`src/rtl/sync_arith_pkg.sv`:
```
// rtl/sync_arith_pkg.sv - opcode/state enums, status bit indices and flag packing helper
package sync_arith_pkg;

  typedef enum logic [2:0] {
    OP_ADD  = 3'd0,
    OP_SUB  = 3'd1,
    OP_AND  = 3'd2,
    OP_OR   = 3'd3,
    OP_XOR  = 3'd4,
    OP_MUL  = 3'd5,
    OP_DIVU = 3'd6,
    OP_REMU = 3'd7
  } op_e;

  typedef enum logic [1:0] {
    IDLE,
    ITER,
    DONE
  } state_e;

  localparam int ST_Z = 0;
  localparam int ST_N = 1;
  localparam int ST_V = 2;
  localparam int ST_C = 3;

  // Packs the four flags into their fixed status bit positions.
  function automatic logic [3:0] make_status(input logic c, input logic v,
                                             input logic n, input logic z);
    logic [3:0] st;
    st       = '0;
    st[ST_C] = c;
    st[ST_V] = v;
    st[ST_N] = n;
    st[ST_Z] = z;
    return st;
  endfunction

endpackage

```
`src/rtl/sync_arith_if.sv`:
```
// rtl/sync_arith_if.sv - operand/result handshake bundle between issue stage, unit and writeback
interface sync_arith_if
  import sync_arith_pkg::*;
#(
  parameter int BITS = 32
) ();

  logic [BITS-1:0] i_arg_A;
  logic [BITS-1:0] i_arg_B;
  op_e             i_op;
  logic            i_valid;
  logic            o_ready;
  logic [BITS-1:0] o_result;
  logic [3:0]      o_status;
  logic            o_valid;
  logic            i_ready;

  // Unit side.
  modport slave (
    input  i_arg_A, i_arg_B, i_op, i_valid, i_ready,
    output o_ready, o_result, o_status, o_valid
  );

  // Issue/writeback side.
  modport master (
    output i_arg_A, i_arg_B, i_op, i_valid, i_ready,
    input  o_ready, o_result, o_status, o_valid
  );

endinterface

```
`src/rtl/sync_arith_iter_core.sv`:
```
// rtl/sync_arith_iter_core.sv - shared BITS-step shift-add multiplier / restoring divider
module sync_arith_iter_core #(
  parameter int BITS = 32
) (
  input  logic            i_clk,
  input  logic            i_reset,
  input  logic            i_start,
  input  logic            i_is_mul,
  input  logic [BITS-1:0] i_a,
  input  logic [BITS-1:0] i_b,
  output logic            o_busy,
  output logic            o_done,
  output logic [BITS-1:0] o_lo,
  output logic [BITS-1:0] o_quo,
  output logic            o_hi_nz
);

  localparam int                CNT_W = $clog2(BITS);
  localparam logic [CNT_W-1:0]  LAST  = CNT_W'(BITS - 1);

  logic              r_busy;
  logic              r_mul;
  logic [CNT_W-1:0]  r_cnt;
  logic [2*BITS-1:0] r_acc;   // product, or remainder in the low half
  logic [2*BITS-1:0] r_opnd;  // shifting multiplicand, or divisor in the low half
  logic [BITS-1:0]   r_sh;    // multiplier shifting right, or dividend becoming quotient

  logic [2*BITS-1:0] w_acc_nxt;
  logic [2*BITS-1:0] w_opnd_nxt;
  logic [BITS-1:0]   w_sh_nxt;
  logic [BITS:0]     w_rem_sh;
  logic [BITS:0]     w_rem_diff;

  // One step: add the current partial product, or shift in a dividend bit and try to subtract.
  always_comb begin
    w_acc_nxt  = r_acc;
    w_opnd_nxt = r_opnd;
    w_sh_nxt   = r_sh;
    w_rem_sh   = {r_acc[BITS-1:0], r_sh[BITS-1]};
    w_rem_diff = w_rem_sh - {1'b0, r_opnd[BITS-1:0]};
    if (r_mul) begin
      if (r_sh[0]) begin
        w_acc_nxt = r_acc + r_opnd;
      end
      w_opnd_nxt = r_opnd << 1;
      w_sh_nxt   = r_sh >> 1;
    end else if (!w_rem_diff[BITS]) begin
      w_acc_nxt = {{BITS{1'b0}}, w_rem_diff[BITS-1:0]};
      w_sh_nxt  = {r_sh[BITS-2:0], 1'b1};
    end else begin
      w_acc_nxt = {{BITS{1'b0}}, w_rem_sh[BITS-1:0]};
      w_sh_nxt  = {r_sh[BITS-2:0], 1'b0};
    end
  end

  // Load operands on start, then step once per edge until the last count.
  always_ff @(posedge i_clk or negedge i_reset) begin
    if (!i_reset) begin
      r_busy <= 1'b0;
      r_mul  <= 1'b0;
      r_cnt  <= '0;
      r_acc  <= '0;
      r_opnd <= '0;
      r_sh   <= '0;
    end else if (i_start) begin
      r_busy <= 1'b1;
      r_mul  <= i_is_mul;
      r_cnt  <= '0;
      r_acc  <= '0;
      r_opnd <= {{BITS{1'b0}}, (i_is_mul ? i_a : i_b)};
      r_sh   <= i_is_mul ? i_b : i_a;
    end else if (r_busy) begin
      r_acc  <= w_acc_nxt;
      r_opnd <= w_opnd_nxt;
      r_sh   <= w_sh_nxt;
      if (r_cnt == LAST) begin
        r_busy <= 1'b0;
        r_cnt  <= '0;
      end else begin
        r_cnt <= r_cnt + 1'b1;
      end
    end
  end

  // Results are taken from the step being committed, so the top registers them on the final edge.
  assign o_busy  = r_busy;
  assign o_done  = r_busy && (r_cnt == LAST);
  assign o_lo    = w_acc_nxt[BITS-1:0];
  assign o_quo   = w_sh_nxt;
  assign o_hi_nz = |w_acc_nxt[2*BITS-1:BITS];

endmodule

```
`src/rtl/sync_arith_unit_seq.sv`:
```
// rtl/sync_arith_unit_seq.sv - handshaked arithmetic unit: FSM, single-cycle ALU, flags, output registers
module sync_arith_unit_seq
  import sync_arith_pkg::*;
#(
  parameter int BITS = 32
) (
  input logic         i_clk,
  input logic         i_reset,
  sync_arith_if.slave bus
);

  state_e          r_state;
  state_e          w_state_nxt;
  op_e             r_op;
  logic [BITS-1:0] r_result;
  logic [3:0]      r_status;
  logic            r_valid;

  logic            w_accept;
  logic            w_b_zero;
  logic            w_is_div;
  logic            w_iter_op;
  logic [BITS:0]   w_sum;
  logic [BITS:0]   w_diff;
  logic [BITS-1:0] w_alu_res;
  logic            w_alu_c;
  logic            w_alu_v;

  logic            w_core_busy;
  logic            w_core_done;
  logic            w_core_fin;
  logic [BITS-1:0] w_core_lo;
  logic [BITS-1:0] w_core_quo;
  logic            w_core_hi_nz;
  logic [BITS-1:0] w_iter_res;
  logic            w_iter_v;

  assign w_accept  = bus.i_valid && (r_state == IDLE);
  assign w_b_zero  = (bus.i_arg_B == '0);
  assign w_is_div  = (bus.i_op == OP_DIVU) || (bus.i_op == OP_REMU);
  assign w_iter_op = (bus.i_op == OP_MUL) || (w_is_div && !w_b_zero);

  sync_arith_iter_core #(
    .BITS (BITS)
  ) u_iter_core (
    .i_clk    (i_clk),
    .i_reset  (i_reset),
    .i_start  (w_accept && w_iter_op),
    .i_is_mul (bus.i_op == OP_MUL),
    .i_a      (bus.i_arg_A),
    .i_b      (bus.i_arg_B),
    .o_busy   (w_core_busy),
    .o_done   (w_core_done),
    .o_lo     (w_core_lo),
    .o_quo    (w_core_quo),
    .o_hi_nz  (w_core_hi_nz)
  );

  assign w_core_fin = w_core_busy && w_core_done;
  assign w_iter_res = (r_op == OP_DIVU) ? w_core_quo : w_core_lo;
  assign w_iter_v   = (r_op == OP_MUL) && w_core_hi_nz;

  // Single-cycle ops, plus the divide-by-zero shortcuts that never enter the iterative core.
  always_comb begin
    w_sum     = {1'b0, bus.i_arg_A} + {1'b0, bus.i_arg_B};
    w_diff    = {1'b0, bus.i_arg_A} - {1'b0, bus.i_arg_B};
    w_alu_res = '0;
    w_alu_c   = 1'b0;
    w_alu_v   = 1'b0;
    case (bus.i_op)
      OP_ADD: begin
        w_alu_res = w_sum[BITS-1:0];
        w_alu_c   = w_sum[BITS];
        w_alu_v   = (bus.i_arg_A[BITS-1] == bus.i_arg_B[BITS-1]) &&
                    (w_sum[BITS-1] != bus.i_arg_A[BITS-1]);
      end
      OP_SUB: begin
        w_alu_res = w_diff[BITS-1:0];
        w_alu_c   = w_diff[BITS];
        w_alu_v   = (bus.i_arg_A[BITS-1] != bus.i_arg_B[BITS-1]) &&
                    (w_diff[BITS-1] != bus.i_arg_A[BITS-1]);
      end
      OP_AND:  w_alu_res = bus.i_arg_A & bus.i_arg_B;
      OP_OR:   w_alu_res = bus.i_arg_A | bus.i_arg_B;
      OP_XOR:  w_alu_res = bus.i_arg_A ^ bus.i_arg_B;
      OP_DIVU: begin
        w_alu_res = '1;
        w_alu_v   = 1'b1;
      end
      OP_REMU: begin
        w_alu_res = bus.i_arg_A;
        w_alu_v   = 1'b1;
      end
      default: w_alu_res = '0;
    endcase
  end

  // State register.
  always_ff @(posedge i_clk or negedge i_reset) begin
    if (!i_reset) begin
      r_state <= IDLE;
    end else begin
      r_state <= w_state_nxt;
    end
  end

  // Next state: accept only in IDLE, leave DONE only when the consumer takes the result.
  always_comb begin
    w_state_nxt = r_state;
    case (r_state)
      IDLE:    if (w_accept)    w_state_nxt = w_iter_op ? ITER : DONE;
      ITER:    if (w_core_fin)  w_state_nxt = DONE;
      DONE:    if (bus.i_ready) w_state_nxt = IDLE;
      default: w_state_nxt = IDLE;
    endcase
  end

  // Result, flags and valid are written together; they hold while the consumer stalls.
  always_ff @(posedge i_clk or negedge i_reset) begin
    if (!i_reset) begin
      r_op     <= OP_ADD;
      r_result <= '0;
      r_status <= '0;
      r_valid  <= 1'b0;
    end else begin
      if (w_accept) begin
        r_op <= bus.i_op;
      end
      if (w_accept && !w_iter_op) begin
        r_result <= w_alu_res;
        r_status <= make_status(w_alu_c, w_alu_v, w_alu_res[BITS-1], w_alu_res == '0);
        r_valid  <= 1'b1;
      end else if ((r_state == ITER) && w_core_fin) begin
        r_result <= w_iter_res;
        r_status <= make_status(1'b0, w_iter_v, w_iter_res[BITS-1], w_iter_res == '0);
        r_valid  <= 1'b1;
      end else if ((r_state == DONE) && bus.i_ready) begin
        r_valid <= 1'b0;
      end
    end
  end

  assign bus.o_ready  = (r_state == IDLE);
  assign bus.o_valid  = r_valid;
  assign bus.o_result = r_result;
  assign bus.o_status = r_status;

endmodule

```
`src/flat_wrapper.sv`:
```
// flat-port wrapper written by rule: the top's interface ports become plain ports
module sync_arith_unit_seq_flat import sync_arith_pkg::*;
#(
  parameter int BITS = 32
)
  (i_clk, i_reset, bus_i_arg_A, bus_i_arg_B, bus_i_op, bus_i_valid, bus_i_ready, bus_o_ready, bus_o_result, bus_o_status, bus_o_valid);
  sync_arith_if #(.BITS(BITS)) bus_i ();
  input logic i_clk;
  input logic i_reset;
  input wire logic [$bits(bus_i.i_arg_A)-1:0] bus_i_arg_A;
  input wire logic [$bits(bus_i.i_arg_B)-1:0] bus_i_arg_B;
  input wire logic [$bits(bus_i.i_op)-1:0] bus_i_op;
  input wire logic [$bits(bus_i.i_valid)-1:0] bus_i_valid;
  input wire logic [$bits(bus_i.i_ready)-1:0] bus_i_ready;
  output wire logic [$bits(bus_i.o_ready)-1:0] bus_o_ready;
  output wire logic [$bits(bus_i.o_result)-1:0] bus_o_result;
  output wire logic [$bits(bus_i.o_status)-1:0] bus_o_status;
  output wire logic [$bits(bus_i.o_valid)-1:0] bus_o_valid;
  assign bus_i.i_arg_A = bus_i_arg_A;
  assign bus_i.i_arg_B = bus_i_arg_B;
  assign bus_i.i_op = bus_i_op;
  assign bus_i.i_valid = bus_i_valid;
  assign bus_i.i_ready = bus_i_ready;
  assign bus_o_ready = bus_i.o_ready;
  assign bus_o_result = bus_i.o_result;
  assign bus_o_status = bus_i.o_status;
  assign bus_o_valid = bus_i.o_valid;
  sync_arith_unit_seq #(.BITS(BITS)) u_core (.i_clk(i_clk), .i_reset(i_reset), .bus(bus_i));
endmodule
```
`config.mk`:
```
export PLATFORM = sky130hd
export DESIGN_NAME = sync_arith_unit_seq_flat
export DESIGN_NICKNAME = d
export VERILOG_FILES = /design/src/rtl/sync_arith_pkg.sv /design/src/rtl/sync_arith_if.sv /design/src/rtl/sync_arith_iter_core.sv /design/src/rtl/sync_arith_unit_seq.sv /design/src/flat_wrapper.sv
export SDC_FILE = /design/constraint.sdc
export NUM_CORES = 1
export LEC_CHECK = 0
export CAP_MARGIN = 20
export CORE_MARGIN = 3
export CORE_UTILIZATION = 31
export CTS_CLUSTER_DIAMETER = 150
export DETAILED_ROUTE_END_ITERATION = 16
export SYNTH_ARGS = -nofsm -noshare
export SYNTH_HDL_FRONTEND = slang
export SYNTH_SLANG_ARGS = --single-unit
```
`constraint.sdc`:
```
create_clock -name i_clk -period 4.7 [get_ports i_clk]
set_input_delay 1.175 -clock i_clk [delete_from_list [all_inputs] [get_ports i_clk]]
set_output_delay 1.175 -clock i_clk [all_outputs]
set_load 0.01 [all_outputs]
```
==> results of run 1 <==
-- cell type report --
cell class	count	area share, %
multi-input combinational	2550	56.8
sequential	208	17.4
timing repair buffer	622	17.0
tap	959	4.00
clock buffer	34	2.48
inverter	146	1.83
clock inverter	14	0.534
-- path summary, 6_finish.rpt --
check,start,end,slack [ns],cells past startpoint
worst max-delay path,bus_i_arg_B[8],u_core.bus.o_status[0],-0.04,16
worst min-delay path,u_core.r_state[1],u_core.r_state[0],0.51,1
worst max register to register,u_core.u_iter_core.r_sh[31],u_core.bus.o_status[0],0.10,17
worst min register to register,u_core.r_state[1],u_core.r_state[0],0.51,1
max in group asynchronous,i_reset,u_core.u_iter_core.r_opnd[29],3.20,2
min in group asynchronous,i_reset,u_core.u_iter_core.r_acc[44],0.58,1
-- cells in the final DEF (no fill, tap or decap), drive strengths merged, types with 25 or more instances in the layout --
| cell | synthesis | layout |
|---|---|---|
| a211oi | 72 | 72 |
| a21o | 63 | 63 |
| a21oi | 353 | 353 |
| a22o | 41 | 41 |
| a22oi | 44 | 44 |
| a31oi | 27 | 27 |
| buf | 35 | 516 |
| clkbuf | 181 | 35 |
| clkdlybuf4s50 | 0 | 102 |
| dfrtp | 208 | 208 |
| ha | 194 | 194 |
| inv | 145 | 144 |
| mux2i | 78 | 78 |
| nand2 | 308 | 308 |
| nand3 | 43 | 43 |
| nand4 | 50 | 50 |
| nor2 | 313 | 313 |
| nor2b | 27 | 27 |
| nor3 | 59 | 59 |
| nor4 | 33 | 33 |
| o211ai | 56 | 56 |
| o21a | 25 | 25 |
| o21ai | 282 | 282 |
| o21bai | 27 | 27 |
| o31ai | 25 | 25 |
| xnor2 | 68 | 68 |
| xor2 | 37 | 37 |
-- report_power, final --
part | internal (mW) | total, mW | switching [mW] | leakage, nW
sequential | 2.45 | 3.29 | 0.846 | 2.65
combinational | 6.27 | 14.4 | 8.13 | 10.3
clock | 1.28 | 2.14 | 0.867 | 0.440
-- registers in the layout (all words and copies together), names as in the netlist --
register and flops:
u_core.bus.o_result 31, u_core.bus.o_status 4, u_core.bus.o_valid 1, u_core.r_op 3, u_core.r_state 2, u_core.u_iter_core.o_busy 1
u_core.u_iter_core.r_acc 64, u_core.u_iter_core.r_cnt 5, u_core.u_iter_core.r_mul 1, u_core.u_iter_core.r_opnd 64, u_core.u_iter_core.r_sh 32
-- metal layers --
layer | share of wire [%] | up-vias | global-route usage, %
met2 | 44 | 1044 | 38.6
met1 | 43 | 12470 | 32.8
li1 | - | 12389 | -
met4 | 5.7 | 0 | 12.2
met3 | 6.9 | 215 | 2.78
met5 | 0 | - | 0
-- metrics by stage --
step | total power, mW | TNS [ns] | cell area [µm²] | std cells
global route | 21.2 | -0.0714 | 30000 | 4533
detailed placement | 16.9 | -5.84 | 28400 | 4461
floorplan | 11.2 | 0 | 23100 | 3120
CTS | 19.1 | -0.0995 | 29400 | 4515
finish | 19.8 | -0.0375 | 30000 | 4533
global placement | 16.8 | -5.03 | 28400 | 4460
-- kinds of logic (layout without fill, tap and decap cells) --
group	count (synthesis)	after routing
muxes	100	100
and+or+nand+nor	960	960
DFF	208	208
AOI/OAI and AO/OA	1187	1187
buffers and inverters	362	816
adders and majority gates	198	198
xor gates and xnor gates	105	105
-- worst reg2reg max path: stages (launching register included) --
cell and delay (ns):
dfrtp_1 0.39, inv_2 0.13, ha_4 0.16, inv_1 0.05
fa_2 0.34, a21o_1 0.20, nand4_1 0.18, a311oi_4 0.14
o21a_1 0.26, nor4_4 0.44, nor2_4 0.11, buf_12 0.17
buf_6 0.14, mux2_4 0.32, a221o_1 0.34, or4_1 0.50
or4_4 0.56, o21ai_2 0.11
-- repair_timing --
item | CTS | global route
buffers inserted | 6 | 18
pin swaps | 3 | 40
endpoints found under the setup margin | 4 | 8
gates resized for setup | 13 | 89
==> metrics, run 1 <==
DR vias/cell=5.76; Die Span Y=279 µm; outcome=finished, violations left; final period utilization=101%; Slew HR=30.0%; Post-CTS Hold Buffers=0; Synthesis Warnings=0; fillers=7606; core area=73500 µm²; Yosys cell types=90; GRT overflow=0; share of the synthesized area in the top cell type=22.5%; CP Class=input pin to flip-flop; peak supply drop=0.369 mV; Clock Path Buffers=3; Seq cells post-synth=208; die area=77900 µm²; Synth Area in Compound Gates=33.1%; Sequential Area=5210 µm²; initial antenna violation count=0; GPL Wtd Cong=0.982; failing checks=negative setup slack; final count of hold timing violations=0; fin nets=3823; Simple-Gate Fraction of Synth Area=19.2%; Static Leakage=13.4 nW; GRT Util Overall=24.3%; RSZ-0062 raised after global routing=yes; Final min period=4.74 ns; Mapped Area=23100 µm²; syn nets=3389; most frequent cell after synthesis=a21oi_1; WP buf/inv=3; min setup slack post-route=-0.0375 ns; first-iteration detailed-routing DRC count=2306; Synth Flop Type=dfrtp_1; EDFF count, synth=0; dpl hpwl=78200 µm; vias in the first global route=24877; fraction of registers with async set/reset=100%; hold crit path type=flip-flop to flip-flop; Top delay family on crit path=compound AO/OA/AOI/OAI gates; Max Slew Vio Count=0; Worst-Margin Slew=1.04 ns; router iterations before antenna repair=6; maxcap violations=0; Routed WL per cell=21.9 µm; critical path peak fanout=7; final-report setup violation count=1; Routed Antenna Nets=0; via count=26118; largest net degree at the start of global routing=130; register area share after synthesis=22.5%; layout cells sized above 1=19.6%; Final Core Density=40.8%; Worst setup EP type=flip-flop; clk slew on worst S/H paths=0.06 ns; CTS root buf=clkbuf_16; Worst EP required=5.18 ns; Area Overhead vs Synth=29.6%; Buffers on Ports=108; H-Tree Depth=1; top cells by count, synth=a21oi_1 (349), nor2_1 (312), nand2_1 (308), o21ai_0 (279), dfrtp_1 (208); synth top area cells=dfrtp_1 (23%), ha_1 (10%), a21oi_1 (7.6%); worst skew pair latency=0.56 ns; Syn Area/Cell=7.41 µm²; Die Span X=279 µm; Post-Synthesis Cells=3120; pre-CTS WS=-0.809 ns; CP arrival=5.22 ns; crit-path cells=clkdlybuf4s50_1, inv_1, ha_2, or3_1, a2111oi_0, buf_4, o31ai_2, a211o_1, a211o_1, a22oi_1, xnor2_1, o21ai_0, nand4_1, nor4_4, a32oi_1, o21ai_2; ANT cells=0; biggest area consumer among synthesized cells=dfrtp_1; DR DRC count=0; area share of fa/ha/maj cells after synthesis=10.8%; largest family of logic cells by synthesized area=compound AO/OA/AOI/OAI gates; starting density of the core=31.5%; FMAX=0.211 GHz; first-pass GRT wire length=149000 µm; skew final=0.0166 ns; CTS Buf Count=26; CP max-delay cell=a2111oi_0; xor/xnor share of the synthesized area=3.98%; P per Cell Area=662 nW/µm²; CTS tree=yes; multiplexer area fraction after synthesis=4.46%; I/O pin count=109; CP dominant cell by count=a211o_1; final WL=99100 µm; hold_ws=0.514 ns; critical path's largest stage delay=0.54 ns; area taken by multi-input logic gates=17000 µm²; crit start category=input pin; CTS Sinks=208; # rows=99
(Power assumes the default switching activity.)
==> run 2, diff against run 1 <==
Settings changed: GPL_ROUTABILITY_DRIVEN set to 1.
==> results of run 2 <==
No change in the layout: final DEF, timing and power equal those of run 1.
==> run 3, diff against run 2 <==
Settings changed: CAP_MARGIN 20 to 15.
==> metrics, run 3 (synthesis gave the netlist of run 1 again) <==
clk slew on worst S/H paths=0.06 ns; Slew HR=28.5%; GRT Util Overall=24.4%; CP max-delay cell=o31ai_2; RSZ-0062 raised after global routing=yes; CP arrival=5.10 ns; CTS root buf=clkbuf_16; vias in the first global route=24852; Buffers on Ports=108; final WL=98800 µm; H-Tree Depth=1; first-iteration detailed-routing DRC count=2496; FMAX=0.216 GHz; CTS Sinks=208; DR DRC count=0; Area Overhead vs Synth=28.8%; crit-path cells=buf_4, ha_4, inv_1, fa_2, a21o_1, a21oi_2, o221a_2, o31ai_2, buf_4, a211o_1, a21oi_1, xnor2_1, mux2_2, a221o_1, or4_1, or4_4, o21ai_1; CP Class=flip-flop to flip-flop; Clock Path Buffers=3; P per Cell Area=656 nW/µm²; dpl hpwl=78200 µm; Worst-Margin Slew=1.06 ns; maxcap violations=0; reg2reg setup slack=0.08 ns; Layout Cells excl Fill=4521; initial antenna violation count=1; reg2reg path depth=17; Die Span Y=279 µm; CP Depth=17; WP buf/inv=3; starting density of the core=31.5%; final period utilization=98.4%; Inst Count DP=4460; router iterations before antenna repair=6; hold crit path type=flip-flop to flip-flop; CTS tree=yes; Routed WL per cell=21.9 µm; layout cells sized above 1=18.9%; final-report setup violation count=0; Sequential Area=5210 µm²; DR vias/cell=5.74; core area=73500 µm²; pre-CTS WS=-0.897 ns; fillers=7579; fin nets=3811; Routed Antenna Nets=0; most common cell after layout, fill and taps aside=buf_4; crit start category=flip-flop; GRT overflow=0; clock share of power=10.7%; final count of hold timing violations=0; most frequent cells in the layout=buf_4 (491), a21oi_1 (340), nor2_1 (310); Comb power frac=72.4%; skew final=0.0209 ns; worst skew pair latency=0.56 ns; Top delay family on crit path=compound AO/OA/AOI/OAI gates; depth of the worst hold-timing path=1; Die Span X=279 µm; first-pass GRT wire length=150000 µm; CTS Buf Count=25; Worst EP required=5.18 ns; outcome=complete, no violations; peak supply drop=0.387 mV; via count=25936; GPL Wtd Cong=0.982; Worst setup EP type=flip-flop; Power Internal=9.76 mW; Static Leakage=13.3 nW; area taken by multi-input logic gates=17000 µm²; largest net degree at the start of global routing=130; Max Slew Vio Count=0; leading registers by flop count=u_core.u_iter_core.r_acc x64, u_core.u_iter_core.r_opnd x64, u_core.u_iter_core.r_sh x32; CP dominant cell by count=buf_4; sequential share of power=16.9%; critical path's largest stage delay=0.64 ns; sw frac=50.0%; Final min period=4.62 ns; # rows=99; critical path peak fanout=6; Sw Pwr=9.77 mW; I/O pin count=109; die area=77900 µm²; min setup slack post-route=0.0767 ns
## run 3: power by group through the flow
stage	logic, mW	registers, mW	clock network (mW)
after detailed placement	13.6	3.30	0
after CTS	13.7	3.27	2.13
final	14.1	3.29	2.09
after global routing	15.3	3.35	2.20
after floorplan	8.24	3.00	0
after global placement	13.5	3.30	0
## run 3: path summary, 6_finish.rpt
check,endpoint,start
max,u_core.bus.o_status[0],u_core.u_iter_core.r_opnd[0]
min,u_core.r_state[0],u_core.r_state[1]
max reg2reg,u_core.bus.o_status[0],u_core.u_iter_core.r_opnd[0]
min reg2reg,u_core.r_state[0],u_core.r_state[1]
max in group asynchronous,u_core.u_iter_core.r_opnd[29],i_reset
min in group asynchronous,u_core.u_iter_core.r_acc[44],i_reset
## run 3: timing repair
action / in CTS / in global routing
setup buffers: 6 / 9
setup endpoints to repair: 4 / 9
pin swaps: 2 / 34
hold buffers: 0 / 0
resized for setup: 14 / 77
## run 3: cell type report
| type | instances | area share (%) |
|---|---|---|
| multi-input cells | 2550 | 56.9 |
| flip-flops and latches | 208 | 17.5 |
| repair buffers | 611 | 16.8 |
| well taps | 959 | 4.03 |
| clock buffers | 35 | 2.43 |
| inverters | 146 | 1.84 |
| clock inverters | 11 | 0.479 |
| diodes | 1 | 0.00840 |
## run 3: routing by layer
layer / share of wire (%) / vias to the layer above / track usage, %
li1: - / 12343 / -
met1: 43 / 12397 / 32.6
met2: 44 / 1006 / 38.4
met3: 6.9 / 190 / 3.62
met4: 5.8 / 0 / 12.4
met5: 0 / - / 0
## run 3: metrics by stage
stage	cell area, µm²	setup TNS (ns)	hold slack, ns	util [%]	power (mW)
finish	29800	0	0.517	40.6	19.5
global route	29800	-0.0688	0.555	40.6	20.9
CTS	29400	-0.168	0.519	40.0	19.1
detailed placement	28400	-6.59	0.497	38.7	16.9
global placement	28400	-5.03	0.501	38.7	16.8
floorplan	23100	0	0.459	-	11.2
## run 3: worst register-to-register path, cell delays in order (launching register included)
cell,delay (ns)
dfrtp_1,0.38
buf_4,0.15
ha_4,0.16
inv_1,0.06
fa_2,0.20
a21o_1,0.17
a21oi_2,0.09
o221a_2,0.28
o31ai_2,0.65
buf_4,0.23
a211o_1,0.14
a21oi_1,0.09
xnor2_1,0.14
mux2_2,0.30
a221o_1,0.33
or4_1,0.51
or4_4,0.56
o21ai_1,0.13
